## config.mk

```make
export PLATFORM = sky130hd
export DESIGN_NAME = int_ctrl_6801
export DESIGN_NICKNAME = d
export VERILOG_FILES = /design/src/rtl/pkg_6801.sv /design/src/rtl/int_prio_enc_6801.sv /design/src/rtl/int_ctrl_6801.sv
export SDC_FILE = /design/constraint.sdc
export NUM_CORES = 1
export LEC_CHECK = 0
export BUFFER_PORTS_ARGS = -buffer_cell sky130_fd_sc_hd__buf_4
export CORE_ASPECT_RATIO = 0.75
export CORE_MARGIN = 3
export CORE_UTILIZATION = 42
export DETAILED_ROUTE_END_ITERATION = 7
export PLACE_DENSITY = 0.74
export SETUP_SLACK_MARGIN = 0.05
export SYNTH_ARGS = -nofsm -noshare
export SYNTH_HDL_FRONTEND = slang
export SYNTH_SLANG_ARGS = --single-unit
```

## constraint.sdc

```tcl
create_clock -name clk -period 1.43 [get_ports clk]
set_input_delay 0.286 -clock clk [delete_from_list [all_inputs] [get_ports clk]]
set_output_delay 0.286 -clock clk [all_outputs]
set_load 0.02 [all_outputs]
```

## src/rtl/pkg_6801.sv

```systemverilog
// Shared 6801 core types: sequencer control selects, interrupt source codes and vector offsets.
package pkg_6801;

  typedef enum logic [1:0] {
    LEFT_ACCA,
    LEFT_ACCB,
    LEFT_IX,
    LEFT_MD
  } left_ctrl_type;

  typedef enum logic [1:0] {
    RIGHT_MD,
    RIGHT_ZERO,
    RIGHT_ONE,
    RIGHT_ACCB
  } right_ctrl_type;

  typedef enum logic [1:0] {
    NMI_NOP,
    NMI_SET,
    NMI_CLR
  } nmi_ctrl_type;

  typedef enum logic [2:0] {
    SRC_NONE,
    SRC_NMI,
    SRC_IRQ1,
    SRC_ICF,
    SRC_OCF,
    SRC_TOF,
    SRC_SCI
  } int_src_type;

  typedef enum logic {
    ST_IDLE,
    ST_SERVICE
  } int_state_type;

  // Vector offsets above VEC_BASE; SCI sits at the base itself.
  localparam logic [15:0] VEC_OFS_NMI  = 16'h000C;
  localparam logic [15:0] VEC_OFS_IRQ1 = 16'h0008;
  localparam logic [15:0] VEC_OFS_ICF  = 16'h0006;
  localparam logic [15:0] VEC_OFS_OCF  = 16'h0004;
  localparam logic [15:0] VEC_OFS_TOF  = 16'h0002;
  localparam logic [15:0] VEC_OFS_SCI  = 16'h0000;

endpackage

```

## src/rtl/int_prio_enc_6801.sv

```systemverilog
// Fixed-priority interrupt encoder: masked requests in, winning source and vector out.
module int_prio_enc_6801
  import pkg_6801::*;
#(
  parameter logic [15:0] RESET_VEC = 16'hFFFE,
  parameter logic [15:0] VEC_BASE  = 16'hFFF0
) (
  input  logic        nmi,
  input  logic        irq1,
  input  logic        icf,
  input  logic        ocf,
  input  logic        tof,
  input  logic        sci,
  output int_src_type src,
  output logic [15:0] vec
);

  always_comb begin
    src = SRC_NONE;
    vec = RESET_VEC;
    if (nmi) begin
      src = SRC_NMI;
      vec = VEC_BASE + VEC_OFS_NMI;
    end else if (irq1) begin
      src = SRC_IRQ1;
      vec = VEC_BASE + VEC_OFS_IRQ1;
    end else if (icf) begin
      src = SRC_ICF;
      vec = VEC_BASE + VEC_OFS_ICF;
    end else if (ocf) begin
      src = SRC_OCF;
      vec = VEC_BASE + VEC_OFS_OCF;
    end else if (tof) begin
      src = SRC_TOF;
      vec = VEC_BASE + VEC_OFS_TOF;
    end else if (sci) begin
      src = SRC_SCI;
      vec = VEC_BASE + VEC_OFS_SCI;
    end
  end

endmodule

```

## src/rtl/int_ctrl_6801.sv

```systemverilog
// 6801 interrupt controller: pin sync, NMI edge latch, I-mask, priority and service handshake.
// Build option INT_SYNC_EN selects a two-flop pin synchronizer instead of a single input register.
module int_ctrl_6801
  import pkg_6801::*;
#(
  parameter logic [15:0] RESET_VEC = 16'hFFFE,
  parameter logic [15:0] VEC_BASE  = 16'hFFF0
) (
  input  logic        clk,
  input  logic        rst,
  input  logic        hold,
  input  logic        nmi_n,
  input  logic        irq1_n,
  input  logic        icf_irq,
  input  logic        ocf_irq,
  input  logic        tof_irq,
  input  logic        sci_irq,
  input  logic        i_mask,
  input  logic        take_int,
  input  logic        svc_done,
  output logic        int_req,
  output logic        wai_wake,
  output int_src_type int_src,
  output logic [15:0] vector,
  output logic        nmi_ack
);

  logic          nmi_sync;
  logic          irq1_sync;
  logic          nmi_hist;
  logic          nmi_edge;
  logic          nmi_latch;
  logic          latch_nx;
  logic          ack_nx;
  logic          pending;
  int_state_type state;
  int_state_type state_nx;
  int_src_type   src_q;
  int_src_type   src_nx;
  int_src_type   win_src;
  logic [15:0]   vec_q;
  logic [15:0]   vec_nx;
  logic [15:0]   win_vec;

`ifdef INT_SYNC_EN
  logic nmi_p0, nmi_p1, irq1_p0, irq1_p1;

  // Pin synchronizer stages p0 -> p1; frozen with the rest of the block on hold.
  always_ff @(posedge clk) begin
    if (rst) begin
      nmi_p0  <= 1'b1;
      nmi_p1  <= 1'b1;
      irq1_p0 <= 1'b1;
      irq1_p1 <= 1'b1;
    end else if (!hold) begin
      nmi_p0  <= nmi_n;
      nmi_p1  <= nmi_p0;
      irq1_p0 <= irq1_n;
      irq1_p1 <= irq1_p0;
    end
  end

  assign nmi_sync  = nmi_p1;
  assign irq1_sync = irq1_p1;
`else
  logic nmi_p0, irq1_p0;

  // Single input register stage p0 for pins already synchronous to clk.
  always_ff @(posedge clk) begin
    if (rst) begin
      nmi_p0  <= 1'b1;
      irq1_p0 <= 1'b1;
    end else if (!hold) begin
      nmi_p0  <= nmi_n;
      irq1_p0 <= irq1_n;
    end
  end

  assign nmi_sync  = nmi_p0;
  assign irq1_sync = irq1_p0;
`endif

  // Edge history stage; a 1 -> 0 step on the synchronized pin is an NMI edge.
  always_ff @(posedge clk) begin
    if (rst) begin
      nmi_hist <= 1'b1;
    end else if (!hold) begin
      nmi_hist <= nmi_sync;
    end
  end

  assign nmi_edge = nmi_hist & ~nmi_sync;

  int_prio_enc_6801 #(
    .RESET_VEC (RESET_VEC),
    .VEC_BASE  (VEC_BASE)
  ) u_prio (
    .nmi  (nmi_latch),
    .irq1 (~i_mask & ~irq1_sync),
    .icf  (~i_mask & icf_irq),
    .ocf  (~i_mask & ocf_irq),
    .tof  (~i_mask & tof_irq),
    .sci  (~i_mask & sci_irq),
    .src  (win_src),
    .vec  (win_vec)
  );

  assign pending  = nmi_latch |
                    (~i_mask & (~irq1_sync | icf_irq | ocf_irq | tof_irq | sci_irq));
  assign int_req  = pending & (state == ST_IDLE);
  assign wai_wake = pending;
  assign vector   = (state == ST_IDLE) ? win_vec : vec_q;
  assign int_src  = src_q;

  always_comb begin
    state_nx = state;
    latch_nx = nmi_latch;
    ack_nx   = nmi_ack;
    src_nx   = src_q;
    vec_nx   = vec_q;
    case (state)
      ST_IDLE: begin
        if (take_int && pending) begin
          state_nx = ST_SERVICE;
          src_nx   = win_src;
          vec_nx   = win_vec;
          if (win_src == SRC_NMI) begin
            latch_nx = 1'b0;
            ack_nx   = 1'b1;
          end
        end
      end
      ST_SERVICE: begin
        if (svc_done) begin
          state_nx = ST_IDLE;
          ack_nx   = 1'b0;
        end
      end
      default: state_nx = ST_IDLE;
    endcase
    // A fresh edge overrides a same-cycle clear so no NMI is dropped.
    if (nmi_edge) latch_nx = 1'b1;
  end

  always_ff @(posedge clk) begin
    if (rst) begin
      state     <= ST_IDLE;
      nmi_latch <= 1'b0;
      nmi_ack   <= 1'b0;
      src_q     <= SRC_NONE;
      vec_q     <= RESET_VEC;
    end else if (!hold) begin
      state     <= state_nx;
      nmi_latch <= latch_nx;
      nmi_ack   <= ack_nx;
      src_q     <= src_nx;
      vec_q     <= vec_nx;
    end
  end

endmodule

```

==> flow_metrics.env, run 1 <==
export IMPL_die_h_um=44.3
export IMPL_drc=0
export IMPL_final_hold_viol_count=0
export IMPL_fillers=148
export IMPL_dpl_worst_slack_ns=-0.153
export IMPL_worst_slack_ns=-0.0795
export IMPL_hp_start="nmi_n"
export IMPL_cts_sinks=12
export IMPL_cp_common_cell="buf_4"
export IMPL_crit_path_start="sci_irq"
export IMPL_arrival_ns=1.22
export IMPL_syn_cell_area_um2=820
export IMPL_peakVddDrop_mv=0.648
export IMPL_synth_ff_latch_count=12
export IMPL_antenna_found_initial=0
export IMPL_synth_area_leaders="dfxtp_1 29%, buf_4 12%, a21oi_1 4.3%"
export IMPL_yosys_warnings=0
export IMPL_cts_tree="yes"
export IMPL_syn_avg_cell_area_um2=8.11
export IMPL_violations="negative setup slack"
export IMPL_yosysTopAreaCell="dfxtp_1"
export IMPL_clk_pin_slew_worst_paths_ns=0.07
export IMPL_ant_nets=0
export IMPL_cp_slowest_cell="o31ai_2"
export IMPL_cp_end_kind="output pin"
export IMPL_syn_inst=101
export IMPL_ios=34
export IMPL_grt_remaining_overflow=0
export IMPL_synth_cell_types=37
export IMPL_rows=13
export IMPL_slew_violations=0
export IMPL_yosysMostFrequentCell="buf_4"
export IMPL_cp_slowest_stage_delay_ns=0.19
export IMPL_seqPwrFrac_pct=39.8
export IMPL_cts_root_buf="clkbuf_4"
export IMPL_grtUsageTotal_pct=21.1
export IMPL_synth_top_area_share_pct=29.3
export IMPL_max_cap_violations=0
export IMPL_reg2reg_from="state"
export IMPL_critical_path_max_fanout=4
export IMPL_avgViaCountPerCell=5.24
export IMPL_core_area_um2=1790
export IMPL_final_cells=162
export IMPL_io_buffer_count=20
export IMPL_power_frac_clock_pct=23.8
export IMPL_setup_viol=6
export IMPL_powerDensity_nw_per_um2=758
export IMPL_worstSkewPairLatency_ns=0.28
export IMPL_crit_path_cell_trace="buf_4, nor2b_1, o21ai_1, a21oi_1, o31ai_2, buf_4"
export IMPL_routed_wl_mm=2.56
export IMPL_crit_path_start_kind="input pin"
export IMPL_first_pass_iters=4
export IMPL_utilization_pct=68.7
export IMPL_power_leakage_nw=0.565
export IMPL_cp_required_ns=1.14
export IMPL_area_growth_pct=50.1
export IMPL_grt_pass1_wl_mm=3.90
export IMPL_diodes=0
export IMPL_synth_main_ff_cell="dfxtp_1"
export IMPL_power_internal_mw=0.610
export IMPL_initial_core_util_pct=45.8
export IMPL_synthArstFlopShare_pct=0
export IMPL_ys_seq_area_share_pct=29.3
export IMPL_crit_type="in -> out"
export IMPL_status="finished with violations"
export IMPL_nets=154
export IMPL_dp_hpwl_mm=1.59
export IMPL_period_needed_ns=1.51
export IMPL_cts_max_level=1
export IMPL_rsz0062_at_grt="true"
export IMPL_net_switching_power_mw=0.322
export IMPL_hp_class="in -> reg"
export IMPL_dpl_cell_count=152
export IMPL_die_area_um2=2520
export IMPL_synth_common_cells="13 x buf_4, 12 x dfxtp_1, 8 x nor2_1, 7 x a21oi_1, 7 x o21ai_0"
export IMPL_finClkSkew_ns=0.00314
export IMPL_clockBufferDepth=2
export IMPL_synth_edff_count=0
export IMPL_cts_hold_buf=0
export IMPL_cts_inserted_buffers=3
export IMPL_grt_max_degree=13
export IMPL_p_comb_share_pct=36.4
export IMPL_fmax_mhz=662
export IMPL_wl_per_cell_um=15.8
export IMPL_first_iter_violations=21
export IMPL_period_share_pct=106
export IMPL_num_vias=849
export IMPL_grt_pass1_vias=802
export IMPL_die_width_um=57.0
export IMPL_drive_above_1_share_pct=47.9
export IMPL_gp_congestion=0.842
export IMPL_swShare_pct=34.6
-- power groups by stage --
stage | clock network [mW] | logic (mW) | registers [mW]
floorplan | 0 | 0.182 | 0.378
global placement | 0 | 0.274 | 0.374
detailed placement | 0 | 0.281 | 0.375
CTS | 0.225 | 0.323 | 0.369
global route | 0.242 | 0.362 | 0.373
finish | 0.222 | 0.340 | 0.371
-- cell families after synthesis --
| logic type | after synthesis | synth area share, % |
|---|---|---|
| simple gates | 33 | 25.0 |
| compound gates | 30 | 27.3 |
| buf+inv | 24 | 17.4 |
| flops | 12 | 29.3 |
| other cells | 2 | 0.916 |
-- critical path: cells and delay by family --
family / cells / cell delay [ns]
buf+inv: 2 / 0.31
simple gates: 1 / 0.14
compound gates: 3 / 0.49
-- cell usage in the layout, fill, tap and decap left out, drive strengths merged, types with 2 or more instances in the layout --
cell type / n
nand2: 5
inv: 6
a31oi: 2
o21ai: 7
o21bai: 2
nor3: 3
a221oi: 2
clkbuf: 3
nand2b: 3
conb: 13
nor2b: 3
a21oi: 7
buf: 43
and2: 2
nor2: 8
nor4: 2
a211o: 2
dfxtp: 12
o31ai: 2
-- path summary, 6_finish.rpt --
path / cells past startpoint / slack (ns) / end
worst max-delay path: 6 / -0.08 / vector[1]
worst min-delay path: 2 / 0.21 / nmi_p0
worst max register to register: 6 / -0.03 / int_src[1]
worst min register to register: 2 / 0.47 / vec_q[1]
-- per-layer routing --
| layer | vias to the layer above | global-route usage [%] | share of wire (%) |
|---|---|---|---|
| met5 | - | 0 | 0 |
| li1 | 407 | - | - |
| met3 | 11 | 6.12 | 8.1 |
| met4 | 0 | 9.72 | 3.0 |
| met2 | 43 | 34.2 | 47 |
| met1 | 388 | 26.1 | 42 |
-- repair_timing --
item                       4_1_cts  5_1_grt
setup buffers                    5        2
cloned                           0        0
setup endpoints to repair       10       11
resized for setup               24        4
pin swaps                        7        4
-- through the flow --
step	area, um^2	TNS [ns]	hold slack [ns]	power (mW)
after floorplan	872	-0.0409	0.385	0.560
after CTS	1210	-0.329	0.214	0.918
after global routing	1230	-0.840	0.215	0.977
after global placement	1050	-0.497	0.453	0.648
final	1230	-0.347	0.213	0.933
after detailed placement	1050	-0.710	0.461	0.656
-- final cells by class --
type                       instances  area [um^2]  area share [%]
multi-input combinational         76          552            44.9
sequential                        12          246            20.0
tap                               22         27.5            2.24
timing repair buffer              43          357            29.0
inverter                           6         25.0            2.03
clock buffer                       3         22.5            1.83
-- state kept, by name, summed over array words and instances (netlist names) --
| name | count |
|---|---|
| int_src | 3 |
| vec_q | 3 |
| irq1_p0 | 1 |
| nmi_ack | 1 |
| nmi_hist | 1 |
| nmi_latch | 1 |
| nmi_p0 | 1 |
| state | 1 |
No activity file was read; power rests on OpenSTA's default activity.
==> inputs of run 2 (changes only) <==
ABC_AREA = 1   (was not set)
CORE_UTILIZATION = 41   (was 42)
CTS_BUF_LIST = sky130_fd_sc_hd__clkbuf_8 sky130_fd_sc_hd__clkbuf_16   (was not set)
PLACE_DENSITY = 0.73   (was 0.74)
==> run 2 against run 1 <==
The run still ends with negative setup slack left; sequential power up 1%; critical path depth unchanged; register-to-register slack better by 0.18 ns; largest power group unchanged; power up 9.8%; fmax up 2.7%; sequential cell count unchanged; critical path type is now reg -> out.
==> flow_metrics.env, run 2 <==
export IMPL_core_area_um2=1640
export IMPL_antenna_found_initial=0
export IMPL_cp_slowest_stage_delay_ns=0.35
export IMPL_cts_inserted_buffers=3
export IMPL_power_leakage_nw=0.574
export IMPL_yosysMostFrequentCell="nand2_1"
export IMPL_io_buffer_count=20
export IMPL_synth_area_leaders="dfxtp_1 31%, nand2_1 13%, buf_4 13%"
export IMPL_slew_violations=0
export IMPL_clockBufferDepth=2
export IMPL_layout_common_cells="28 x buf_4, 22 x nand2_1, 13 x nor2_1, 13 x conb_1"
export IMPL_initial_core_util_pct=47.7
export IMPL_reg2reg_depth=8
export IMPL_drive_above_1_share_pct=39.7
export IMPL_wl_per_cell_um=11.8
export IMPL_whs_endpoint="state"
export IMPL_synth_ff_latch_count=12
export IMPL_crit_path_start_kind="flip-flop"
export IMPL_cts_tree="yes"
export IMPL_grt_max_degree=11
export IMPL_crit_type="reg -> out"
export IMPL_die_width_um=56.4
export IMPL_cts_sinks=12
export IMPL_layout_commonest_cell="buf_4"
export IMPL_grt_pass1_wl_mm=3.18
export IMPL_synth_edff_count=0
export IMPL_grt_pass1_vias=706
export IMPL_first_pass_iters=4
export IMPL_avgViaCountPerCell=4.85
export IMPL_cp_end_kind="output pin"
export IMPL_critical_path_max_fanout=2
export IMPL_cp_top_family="flip-flops"
export IMPL_area_growth_pct=43.1
export IMPL_grt_remaining_overflow=0
export IMPL_cp_slowest_cell="dfxtp_2"
export IMPL_synthArstFlopShare_pct=0
export IMPL_finClkSkew_ns=0.000284
export IMPL_r2r_end="vec_q[3]"
export IMPL_period_share_pct=103
export IMPL_die_h_um=43.8
export IMPL_fin_total_pwr_mw=1.02
export IMPL_syn_cell_area_um2=781
export IMPL_ant_nets=0
export IMPL_diodes=0
export IMPL_worst_slack_ns=-0.0397
export IMPL_max_cap_violations=0
export IMPL_fmax_mhz=680
export IMPL_peakVddDrop_mv=0.792
export IMPL_grtUsageTotal_pct=16.8
export IMPL_yosys_warnings=0
export IMPL_ios=34
export IMPL_clk_pin_slew_worst_paths_ns=0.05
export IMPL_routed_wl_mm=2.04
export IMPL_ys_seq_area_share_pct=30.8
export IMPL_synth_cell_types=21
export IMPL_synth_main_ff_cell="dfxtp_1"
export IMPL_dp_hpwl_mm=1.47
export IMPL_rrSetupSlack_ns=0.15
export IMPL_period_needed_ns=1.47
export IMPL_reg2reg_from="irq1_p0"
export IMPL_powerDensity_nw_per_um2=916
export IMPL_rows=12
export IMPL_min_path_cells=2
export IMPL_die_area_um2=2470
export IMPL_critPathBufInv=3
export IMPL_status="finished with violations"
export IMPL_hp_start="rst"
export IMPL_nets=165
export IMPL_cts_max_level=1
export IMPL_hp_class="in -> reg"
export IMPL_synth_top_area_share_pct=30.8
export IMPL_syn_avg_cell_area_um2=6.62
export IMPL_num_vias=835
export IMPL_setup_viol=3
export IMPL_syn_inst=118
export IMPL_yosysTopAreaCell="dfxtp_1"
export IMPL_cts_root_buf="clkbuf_8"
export IMPL_final_area_um2=1120
export IMPL_cts_hold_buf=0
export IMPL_dpl_cell_area_um2=923
export IMPL_first_iter_violations=28
export IMPL_dpl_worst_slack_ns=-0.000682
export IMPL_gp_congestion=0.946
export IMPL_synth_common_cells="27 x nand2_1, 16 x nor2_1, 13 x buf_4, 12 x dfxtp_1, 11 x inv_1"
export IMPL_rsz0062_at_grt="true"
export IMPL_violations="negative setup slack"
export IMPL_crit_path_cell_trace="nor2_4, buf_6, inv_4, nand2_4, a31oi_2, buf_4"
export IMPL_tns_ns=-0.0880
export IMPL_arrival_ns=1.18
export IMPL_final_hold_viol_count=0
export IMPL_cp_required_ns=1.14
export IMPL_drc=0
export IMPL_worstSkewPairLatency_ns=0.24
-- run 2: worst max-delay path by stage --
stage,slack (ns),end,start,depth (start not counted)
after global placement,0.03,vector[3],i_mask,8
final,-0.04,vector[2],irq1_p0,6
after detailed placement,-0.0007,vector[2],i_mask,7
after floorplan,0.14,vector[2],state,2
after CTS,-0.06,vector[2],irq1_p0,6
after global routing,-0.12,vector[3],i_mask,8
-- run 2: what timing repair did --
| item | CTS | global route |
|---|---|---|
| setup endpoints to repair | 5 | 6 |
| setup buffers | 7 | 4 |
| endpoints found under the hold margin | 0 | 0 |
| gates resized for setup | 10 | 18 |
| pin swaps | 5 | 6 |
-- run 2: report_power, final --
| part | leakage (nW) | internal, mW | switching (mW) |
|---|---|---|---|
| Sequential | 0.0993 | 0.358 | 0.0165 |
| Clock | 0.0216 | 0.185 | 0.121 |
| Combinational | 0.453 | 0.144 | 0.199 |
| Total | 0.574 | 0.688 | 0.336 |
-- run 2: cell type report --
type                       count  area (um^2)
timing repair buffer          32          255
inverter                      16         66.3
fill                         133          519
multi-input combinational     88          484
tap                           21         26.3
sequential                    12          244
clock buffer                   3         41.3
-- run 2: cell families after synthesis --
group | share of synthesized area, %
other | 0.962
and+or+nand+nor | 34.8
AOI/OAI and AO/OA | 13.3
DFF | 30.8
buffers and inverters | 20.2
-- run 2: routing by layer --
metal,global-route usage (%),up-vias,routed length [um]
met3,7.44,4,194
met4,5.69,0,17
met2,26.3,40,934
met5,0,-,0
li1,-,423,-
met1,20.6,368,887
-- run 2: stage by stage --
step	cells	hold WS [ns]	util, %
after floorplan	129	0.355	-
after global placement	160	0.460	56.4
after detailed placement	160	0.465	56.4
after CTS	170	0.221	63.5
after global routing	172	0.224	68.3
final	172	0.226	68.3
==> inputs of run 3 (changes only) <==
ABC_AREA = 0   (was 1)
CORE_UTILIZATION = 42   (was 41)
CTS_CLUSTER_DIAMETER = 80   (was not set)
PLACE_DENSITY = 0.74   (was 0.73)
==> run 3 against run 2 <==
Cell count is 6.4% lower; count of clock-buffer cells in the layout unchanged; power shrank 0.68%; clock skew increased by 0.0015 ns; highest routed layer unchanged; sequential cell count stayed put; first-iteration DRC count is 18% lower; clock power rose by 3%; global-route usage increased by 1.6 points; the run still ends with negative setup slack left; die area rose by 2.2%; core utilization up 0.89 points; hold slack improved by 0.026 ns.
==> flow_metrics.env, run 3 (same netlist as run 1, synthesis figures left out) <==
export IMPL_power_leakage_nw=0.566
export IMPL_cp_slowest_cell="nor4_4"
export IMPL_arrival_ns=1.21
export IMPL_crit_type="in -> out"
export IMPL_dpl_cell_count=152
export IMPL_cts_inserted_buffers=3
export IMPL_antenna_found_initial=0
export IMPL_first_pass_iters=4
export IMPL_initial_core_util_pct=45.8
export IMPL_wl_per_cell_um=15.0
export IMPL_crit_path_cell_trace="buf_8, nor4_4, and2_4, o21ai_2, buf_4, buf_6"
export IMPL_drive_above_1_share_pct=48.9
export IMPL_worst_slack_ns=-0.0629
export IMPL_cp_top_family="simple AND/OR/NAND/NOR gates"
export IMPL_cts_root_buf="clkbuf_8"
export IMPL_cts_tree="yes"
export IMPL_fmax_mhz=670
export IMPL_critical_path_max_fanout=4
export IMPL_powerDensity_nw_per_um2=822
export IMPL_grt_pass1_wl_mm=3.53
export IMPL_drc=0
export IMPL_cp_end_kind="output pin"
export IMPL_cts_hold_buf=0
export IMPL_max_cap_violations=0
export IMPL_clockBufferDepth=2
export IMPL_rows=13
export IMPL_min_path_cells=2
export IMPL_reg2reg_from="state"
export IMPL_avgViaCountPerCell=5.29
export IMPL_io_buffer_count=20
export IMPL_ant_nets=0
export IMPL_cp_depth=6
export IMPL_layout_commonest_cell="buf_4"
export IMPL_grt_pass1_vias=778
export IMPL_violations="negative setup slack"
export IMPL_die_area_um2=2520
export IMPL_diodes=0
export IMPL_r2r_end="vec_q[1]"
export IMPL_layout_common_cells="35 x buf_4, 13 x conb_1, 9 x dfxtp_1"
export IMPL_rsz0062_at_grt="true"
export IMPL_dp_hpwl_mm=1.59
export IMPL_final_hold_viol_count=0
export IMPL_multi_input_area_um2=551
export IMPL_cts_max_level=1
export IMPL_first_iter_violations=23
export IMPL_fillers=149
export IMPL_hp_class="in -> reg"
export IMPL_grtUsageTotal_pct=18.4
export IMPL_num_vias=852
export IMPL_reg2reg_depth=4
export IMPL_clk_pin_slew_worst_paths_ns=0.05
export IMPL_ios=34
export IMPL_period_share_pct=104
export IMPL_whs_endpoint="nmi_p0"
export IMPL_peakVddDrop_mv=0.604
export IMPL_grt_max_degree=13
export IMPL_die_h_um=44.3
export IMPL_cts_sinks=12
export IMPL_area_growth_pct=51.0
export IMPL_register_area_um2=246
export IMPL_hp_start="nmi_n"
export IMPL_crit_path_start_kind="input pin"
export IMPL_core_area_um2=1790
export IMPL_slew_violations=0
export IMPL_final_cells=161
export IMPL_die_width_um=57.0
export IMPL_gp_congestion=0.842
export IMPL_cp_required_ns=1.14
export IMPL_finClkSkew_ns=0.00181
export IMPL_setup_viol=5
export IMPL_nets=153
export IMPL_period_needed_ns=1.49
export IMPL_rrSetupSlack_ns=0.04
export IMPL_grt_remaining_overflow=0
export IMPL_worstSkewPairLatency_ns=0.24
export IMPL_fin_total_pwr_mw=1.02
export IMPL_routed_wl_mm=2.42
export IMPL_cp_slowest_stage_delay_ns=0.31
export IMPL_status="finished with violations"
export IMPL_dpl_worst_slack_ns=-0.153
export IMPL_critPathBufInv=3
-- run 3: cell count changes in the layout (fill, tap and decap cells not counted), moves of 4 or more --
cell | previous run | this run
nor2_1 | 13 | 8
buf_4 | 28 | 35
nand3_1 | 7 | 0
inv_1 | 9 | 5
nand2_1 | 22 | 4
-- run 3: cell type report --
class | count | area share [%]
timing repair buffer | 42 | 28.2
tap | 22 | 2.22
inverter | 6 | 1.82
sequential | 12 | 19.9
multi-input combinational | 76 | 44.5
clock buffer | 3 | 3.34
-- run 3: metrics by stage --
stage                     hold slack (ns)  setup TNS (ns)  instance area, um^2  util (%)
after global routing                0.258          -0.497                 1240      69.2
final                               0.252          -0.194                 1240      69.2
after detailed placement            0.461          -0.710                 1050      58.7
after floorplan                     0.385         -0.0409                  872         -
after CTS                           0.248          -0.346                 1180      65.8
after global placement              0.453          -0.497                 1050      58.7
-- run 3: layer usage --
| metal | up-vias | GRT usage (%) | part of all wire [%] |
|---|---|---|---|
| li1 | 406 | - | - |
| met1 | 404 | 22.9 | 42 |
| met2 | 36 | 31.0 | 50 |
| met3 | 6 | 6.41 | 6.9 |
| met4 | 0 | 4.17 | 1.1 |
| met5 | - | 0 | 0 |
-- run 3: worst max path at each step --
| stage | from | end | slack [ns] |
|---|---|---|---|
| 6_report | sci_irq | wai_wake | -0.06 |
| 5_1_grt | sci_irq | wai_wake | -0.10 |
| 4_1_cts | ocf_irq | vector[3] | -0.08 |
| 3_5_place_dp | sci_irq | vector[1] | -0.15 |
| 3_3_place_gp | sci_irq | int_req | -0.11 |
| 2_1_floorplan | irq1_p0 | int_req | -0.04 |
-- run 3: timing repair --
| item | CTS | global route |
|---|---|---|
| pin swaps | 5 | 4 |
| gates cloned | 0 | 0 |
| resized for setup | 16 | 11 |
| buffers inserted | 4 | 2 |
| setup endpoints to repair | 10 | 10 |
| endpoints found under the hold margin | 0 | 0 |
-- run 3: worst register-to-register path: stages (launching register included) --
cell and delay, ns:
dfxtp_2 0.33, or3b_4 0.41, a221oi_2 0.29, buf_4 0.17
o21ai_0 0.06
-- run 3: power breakdown --
part	internal, mW	total, mW	switching (mW)
registers	0.354	0.370	0.0159
logic	0.156	0.332	0.176
clock network	0.186	0.315	0.129
